File: src/rtl/instruction_loader.sv
`default_nettype none
// ============================================================================
// Module   : instruction_loader
// Purpose  : Boot-time instruction memory writer. Receives a byte stream
//            (header N, then 4*N bytes MSB first) over a valid/ready
//            handshake, assembles big-endian words, writes them to
//            consecutive word-aligned addresses and holds the CPU in reset
//            until the complete image has been written.
// Revision : 1.0 - initial release
// ============================================================================
module instruction_loader #(
    parameter int DATA_WIDTH       = 32,
    parameter int NUM_INSTRUCTIONS = 5
) (
    input  logic                  clk,
    input  logic                  reset,
    input  logic                  i_Start,
    input  logic                  i_Byte_Valid,
    input  logic [7:0]            i_Byte,
    output logic                  o_Byte_Ready,
    output logic                  o_Write_Enable,
    output logic [DATA_WIDTH-1:0] o_Write_Address,
    output logic [DATA_WIDTH-1:0] o_Write_Data,
    output logic                  o_Busy,
    output logic                  o_Done,
    output logic                  o_Error,
    output logic                  o_CPU_Reset
);

    // ------------------------------------------------------------------
    // State encoding
    // ------------------------------------------------------------------
    localparam logic [2:0] S_IDLE    = 3'd0;
    localparam logic [2:0] S_HEADER  = 3'd1;
    localparam logic [2:0] S_COLLECT = 3'd2;
    localparam logic [2:0] S_WRITE   = 3'd3;
    localparam logic [2:0] S_DONE    = 3'd4;
    localparam logic [2:0] S_ERROR   = 3'd5;

    localparam logic [DATA_WIDTH-1:0] c_ADDR_STEP = DATA_WIDTH'(4);

    // ------------------------------------------------------------------
    // Registers
    // ------------------------------------------------------------------
    logic [2:0]            r_state;
    logic [7:0]            r_n;          // latched image length in words
    logic [1:0]            r_byte_idx;   // position of next byte in word
    logic [7:0]            r_word_cnt;   // words already written
    logic [DATA_WIDTH-1:0] r_addr;       // byte address of current word
    logic [DATA_WIDTH-1:0] r_buffer;     // word assembly shift register
    logic [DATA_WIDTH-1:0] r_wr_addr;    // address presented to memory
    logic [DATA_WIDTH-1:0] r_wr_data;    // data presented to memory

    // ------------------------------------------------------------------
    // Combinational wires
    // ------------------------------------------------------------------
    logic [2:0] w_next_state;
    logic       w_ready;
    logic       w_xfer;
    logic       w_hdr_bad;
    logic       w_last_word;
    logic       w_last_byte;

    // Ready depends only on registered state, so the handshake has no
    // combinational input-to-output path.
    assign w_ready     = (r_state == S_HEADER) || (r_state == S_COLLECT);
    assign w_xfer      = i_Byte_Valid && w_ready;
    assign w_hdr_bad   = (i_Byte == 8'd0) || (int'(i_Byte) > NUM_INSTRUCTIONS);
    assign w_last_byte = (r_byte_idx == 2'd3);
    assign w_last_word = ((r_word_cnt + 8'd1) == r_n);

    // State register
    always_ff @(posedge clk or posedge reset) begin
        if (reset) begin
            r_state <= S_IDLE;
        end else begin
            r_state <= w_next_state;
        end
    end

    // Next-state decode
    always_comb begin
        w_next_state = r_state;
        case (r_state)
            S_IDLE: begin
                if (i_Start) begin
                    w_next_state = S_HEADER;
                end
            end
            S_HEADER: begin
                if (w_xfer) begin
                    w_next_state = w_hdr_bad ? S_ERROR : S_COLLECT;
                end
            end
            S_COLLECT: begin
                if (w_xfer && w_last_byte) begin
                    w_next_state = S_WRITE;
                end
            end
            S_WRITE: begin
                w_next_state = w_last_word ? S_DONE : S_COLLECT;
            end
            S_DONE: begin
                if (i_Start) begin
                    w_next_state = S_HEADER;
                end
            end
            S_ERROR: begin
                if (i_Start) begin
                    w_next_state = S_HEADER;
                end
            end
            default: begin
                w_next_state = S_IDLE;
            end
        endcase
    end

    // Moore output decode from the registered state
    always_comb begin
        o_Byte_Ready   = 1'b0;
        o_Write_Enable = 1'b0;
        o_Busy         = 1'b0;
        o_Done         = 1'b0;
        o_Error        = 1'b0;
        o_CPU_Reset    = 1'b1;
        case (r_state)
            S_HEADER: begin
                o_Byte_Ready = 1'b1;
                o_Busy       = 1'b1;
            end
            S_COLLECT: begin
                o_Byte_Ready = 1'b1;
                o_Busy       = 1'b1;
            end
            S_WRITE: begin
                o_Write_Enable = 1'b1;
                o_Busy         = 1'b1;
            end
            S_DONE: begin
                o_Done      = 1'b1;
                o_CPU_Reset = 1'b0;
            end
            S_ERROR: begin
                o_Error = 1'b1;
            end
            default: begin
                o_Byte_Ready = 1'b0;
            end
        endcase
    end

    // Datapath: header latch, byte assembly, word/address bookkeeping.
    // The write address/data pair is captured on the 4th byte so that it
    // is stable during WRITE and holds afterwards, even when a new header
    // clears the working address.
    always_ff @(posedge clk or posedge reset) begin
        if (reset) begin
            r_n        <= 8'd0;
            r_byte_idx <= 2'd0;
            r_word_cnt <= 8'd0;
            r_addr     <= '0;
            r_buffer   <= '0;
            r_wr_addr  <= '0;
            r_wr_data  <= '0;
        end else begin
            case (r_state)
                S_HEADER: begin
                    if (w_xfer && !w_hdr_bad) begin
                        r_n        <= i_Byte;
                        r_byte_idx <= 2'd0;
                        r_word_cnt <= 8'd0;
                        r_addr     <= '0;
                        r_buffer   <= '0;
                    end
                end
                S_COLLECT: begin
                    if (w_xfer) begin
                        r_buffer   <= {r_buffer[DATA_WIDTH-9:0], i_Byte};
                        r_byte_idx <= r_byte_idx + 2'd1;
                        if (w_last_byte) begin
                            r_wr_addr <= r_addr;
                            r_wr_data <= {r_buffer[DATA_WIDTH-9:0], i_Byte};
                        end
                    end
                end
                S_WRITE: begin
                    r_word_cnt <= r_word_cnt + 8'd1;
                    if (!w_last_word) begin
                        r_addr <= r_addr + c_ADDR_STEP;
                    end
                end
                default: begin
                    r_n <= r_n;
                end
            endcase
        end
    end

    assign o_Write_Address = r_wr_addr;
    assign o_Write_Data    = r_wr_data;

endmodule
`default_nettype wire
File: config.mk
export PLATFORM = sky130hd
export DESIGN_NAME = instruction_loader
export DESIGN_NICKNAME = d
export VERILOG_FILES = /design/src/rtl/instruction_loader.sv
export SDC_FILE = /design/constraint.sdc
export NUM_CORES = 1
export LEC_CHECK = 0
export BUFFER_PORTS_ARGS = -buffer_cell sky130_fd_sc_hd__buf_2
export CORE_MARGIN = 2
export CORE_UTILIZATION = 62
export DETAILED_ROUTE_END_ITERATION = 6
export PLACE_DENSITY = 0.84
export SLEW_MARGIN = 20
export SYNTH_ARGS = -nofsm -noshare
export SYNTH_HDL_FRONTEND = slang
export SYNTH_SLANG_ARGS = --single-unit
export TNS_END_PERCENT = 100
File: constraint.sdc
create_clock -name clk -period 10.1 [get_ports clk]
set_input_delay 1.01 -clock clk [delete_from_list [all_inputs] [get_ports clk]]
set_output_delay 1.01 -clock clk [all_outputs]
set_load 0.02 [all_outputs]
# == After elaboration in Yosys (flattened, before gate mapping) ==
# Cells that the tools add are included.
# W data, S select, Z words.
# totals
ff_bits,141
output_inout_bits,70
wordCells,66
# op_classes
add_sub_neg,3
magnitude_cmp,1
eq_ne,13
muxes,22
reduce_logical,19
# ops
cell,n
$mux W32,2
$pmux W32 S2,1
$pmux W24 S2,1
$add A32 B3 Y32 const B,1
$mux W24,1
$pmux W8 S2,1
$mux W3,5
$pmux W3 S4,1
$reduce_and A3 Y1,4
$add A8 B1 Y8 const B,1
$eq A8 B8 Y1,1
$gt A8 B3 Y1 const B,1
$logic_not A8 Y1,1
$mux W8,1
$eq A3 B2 Y1 const B,2
$eq A3 B3 Y1 const B,2
$mux W1,6
$ne A2 B1 Y1 const B,3
$ne A2 B2 Y1 const B,3
$reduce_or A3 Y1,2
$mux W2,2
$pmux W2 S2,1
$reduce_and A2 Y1,2
$reduce_bool A2 Y1,2
8 further kinds,11

# == Logic depth before layout (Yosys ltp) ==
# logic_depth
word_depth,6
mapped_depth,10
depth_no_buf,8

# == Worst setup path after synthesis ==
# OpenSTA, ideal clock, no wires.
# synth_timing
path_kind,input to register
startpoint,input port i_Byte[3]
endpoint,register r_n[0]
setup_time_ns,0.125
arrival_time_ns,2.702
t_required_ns,9.975
path_slack_ns,7.273
cell_stages,6
path_buffers,1
path_cell_list,or4_1 -> a2111oi_2 -> nand3b_1 -> or2_1 -> buf_6 -> mux2_4
# synth_between
elab_chain_len,5
elab_cells_between_ends,6
# synth_lines
item,line,source
start: declaration,19,"input logic [7:0] i_Byte,"
$gt A8 B3 Y1 / $logic_not A8 Y1 (equally long branches),68,assign w_hdr_bad = (i_Byte == 8'd0) || (int'(i_Byte) > NUM_INSTRUCTIONS);
$logic_or A1 B1 Y1 (*),68,
$logic_not A1 Y1 (*),169,if (w_xfer && !w_hdr_bad) begin
$logic_and A1 B1 Y1 (*),169,
$reduce_and A2 Y1 (no line) (*),--,
end signal: assignment,170,r_n <= i_Byte;
end signal: assignment,194,r_n <= r_n;
end: declaration,46,logic [7:0] r_n;
# Every way passes the cells marked *; elsewhere a longest branch is shown, timed or not.
# A chain may end at the register's enable or synchronous reset.

# == Worst setup path after layout ==
# layout_timing
startpoint,register r_state[0]
endpoint,output port o_Write_Enable
# layout_between
elab_chain_len,2
# layout_lines
item,line,source
start: declaration,45,logic [2:0] r_state;
start signal: assignment,77,r_state <= w_next_state;
$eq A3 B2 Y1,127,case (r_state)
$mux W1,127,
end: declaration,21,"output logic o_Write_Enable,"
# Every way passes these cells.

==> results.tsv <==
stage	metric	value	unit
routing	drt_iter0_markers	316	
routing	detail-route-antenna-nets	0	
cts	htreeDepth	4	
floorplanning	ioPinCount	82	
placement	hpwl	9170	um
power	clock_power_share	37.2	%
hold_path	hp-class	reg2reg	
synth	async_reset_ff_share	100	%
sta	whs	482	ps
synth	synth_edf_count	0	
cts	cts-resized-gates	0	
worst_setup_path	end_kind	output port	
routing	drtPass1Iterations	6	
cts	cts_made_buffers	17	
sta	rsz0062_at_grt	false	
floorplanning	core	9860	um2
worst_setup_path	path_delay_family	buffers and inverters	
worst_setup_path	path_cells	nor2b_1 -> nand2_1 -> clkinv_1 -> buf_2	
worst_setup_path	slowest_delay	1050	ps
finish	design_area	7320	um2
worst_setup_path	cp_slowest_cell	clkinv_1	
routing	routedWlPerCell	18.0	um
power	p_seq_share	46.0	%
worst_setup_path	startpoint_type	register	
grt	grt_first_pass_wirelength	24000	um
floorplanning	rows	36	
sta	min_period	4490	ps
grt	grt_usage	27.4	%
sta	slew_headroom	34.8	%
routing	drc	0	
grt	antenna_found_initial	0	
finish	antenna_cells	0	
synth	synth_cells	588	
synth	synth_area_leaders	dfrtp_1 (54%), mux2_2 (11%), nand2_1 (5.6%), nand3_1 (3.6%), o211ai_1 (1.7%)	
grt	grt_pass1_vias	4833	
finish	drive_gt1_share	29.0	%
worst_setup_path	critical_path_required	9090	ps
worst_setup_path	cp_num_buf_inv	2	
placement	place_congestion	0.825	
worst_setup_path	crit_fanout	35	
cts	path_clk_slew	60	ps
finish	finalNetCount	668	
sta	finalSetupViolCount	0	
placement	post_dp_cell_area	6730	um2
synth	synth-main-ff-cell	dfrtp_1	
cts	postCtsSetupBuffers	0	
cts	postCtsHoldBufs	0	
synth	netlist.area_leader.share	54.2	%
placement	port_buffers	79	
routing	drt_wl_total	14400	um
sta	timing_hold_violations_final	0	
power	pwr_density_cell	226	nW/um2
cts	clock_path_buffers	2	
sta	fin_crit_sh	44.4	%
cts	cts-root-buf	clkbuf_8	
synth	synth.avg_cell_area	10.8	um2
synth	ys_ff_latch	137	
finish	n_fill_cell	652	
sta	fin_tns_setup	0	ps
synth	synth_seq_area_share	54.2	%
floorplanning	die_height	105	um
power	swShare	33.2	%
sta	worst_pin_slew	972	ps
routing	routed_via_density	6.16	
power	p_int	1.11	mW
cts	insertion_delay	540	ps
synth	yosys.cell_count.top_type	dfrtp_1	
finish	syn2layout_area_growth	15.7	%
power	combPwrFrac	16.8	%
run_status	status	complete, no violations	
cts	cts_tree	built	
floorplanning	dieArea	11000	um2
power	leakage	3.68	nW
sta	drv_slew	0	
worst_setup_path	crit_type	reg2out	
synth	syn_area	6330	um2
cts	cts_sinks	137	
synth	synth_cell_types	62	
floorplanning	start_util	64.2	%
flow_run	drv_cap	0	
synth	yosys_warnings	0	
synth	synth_area_leader_cell	dfrtp_1	
grt	grt_max_degree	76	
floorplanning	die-width	105	um
grt	overflow	0	
synth	synth_common_cells	dfrtp_1 (137), nand2_1 (94), mux2_2 (62)	
worst_setup_path	crit_arrival	3480	ps
sta	fin_skew	8.55	ps
power	vdd_drop_max	0.000126	V
power	switching_power	0.550	mW
routing	vias	4920	
sta	clock.fmax	0.223	GHz
## power groups by stage
stage	clock, mW	combinational (mW)	sequential (mW)
global placement	0	0.256	0.753
detailed placement	0	0.272	0.764
CTS	0.622	0.277	0.756
global route	0.644	0.311	0.775
floorplan	0	0.245	0.704
finish	0.616	0.278	0.762
## worst paths after layout
| check | slack [ps] | cells after the start | from | endpoint |
|---|---|---|---|---|
| setup / recovery | 5610 | 4 | r_state[0] | o_Write_Enable |
| hold / removal | 480 | 2 | r_buffer[18] | r_buffer[18] |
| setup reg to reg | 6630 | 8 | r_word_cnt[0] | r_addr[14] |
| hold reg to reg | 480 | 2 | r_buffer[18] | r_buffer[18] |
| max in group asynchronous | 8050 | 3 | reset | r_addr[14] |
| min in group asynchronous | 610 | 2 | reset | o_Write_Address[27] |
## final cells by class
cell class	instances	area [um2]	area share, %
repair buffers	83	425	5.81
clock buffers	18	428	5.84
multi-input cells	403	2670	36.5
clock inverters	14	161	2.20
well taps	133	166	2.27
flip-flops and latches	137	3430	46.8
inverters	11	43.8	0.598
## stage by stage
step	utilization, %	std cells	power, mW	setup slack [ps]
after global routing	74.2	799	1.73	5370
after floorplan	-	589	0.949	5420
after detailed placement	68.2	767	1.04	6250
after global placement	68.2	767	1.01	6400
after CTS	74.2	799	1.65	5680
final	74.2	799	1.66	5610
## flip-flops by register name, indices dropped and copies added (netlist names)
signal and flops:
r_byte_idx 2, r_n 8, r_state 3, r_addr 30, o_Write_Data 32, r_buffer 24, o_Write_Address 30, r_word_cnt 8
## tightest hold or removal path, stage by stage, from the launching register on
cell and delay, ps:
dfrtp_1 340, nand2_1 50, nand2_1 50
## cell usage in the layout (no fill, tap or decap), types with 9 or more instances in the layout
cell,count
dfrtp_1,137
nand2_1,94
buf_2,79
mux2_2,62
nand3_1,46
nor2_1,20
o21ai_0,19
a21oi_1,16
clkbuf_16,16
o211ai_1,14
xor2_1,10
and3_1,10
inv_1,9
## logic make-up (layout without fill, tap and decap cells)
| group | Yosys count | count (layout) | synth area share [%] |
|---|---|---|---|
| and+or+nand+nor | 216 | 216 | 16.1 |
| DFF | 137 | 137 | 54.2 |
| AOI/OAI and AO/OA | 99 | 99 | 10.9 |
| muxes | 67 | 67 | 12.1 |
| buffers and inverters | 49 | 126 | 3.87 |
| xor gates and xnor gates | 16 | 16 | 2.21 |
| adders and majority gates | 3 | 3 | 0.593 |
| other | 1 | 2 | 0.0592 |
## routing by layer
metal | track usage, % | share of wire [%] | vias up
met4 | 11.8 | 2.6 | 0
met2 | 45.6 | 51 | 204
li1 | - | - | 2225
met1 | 33.9 | 40 | 2448
met3 | 7.11 | 6.3 | 43
met5 | 0 | 0 | -
Power figures use the tool's default switching activity.
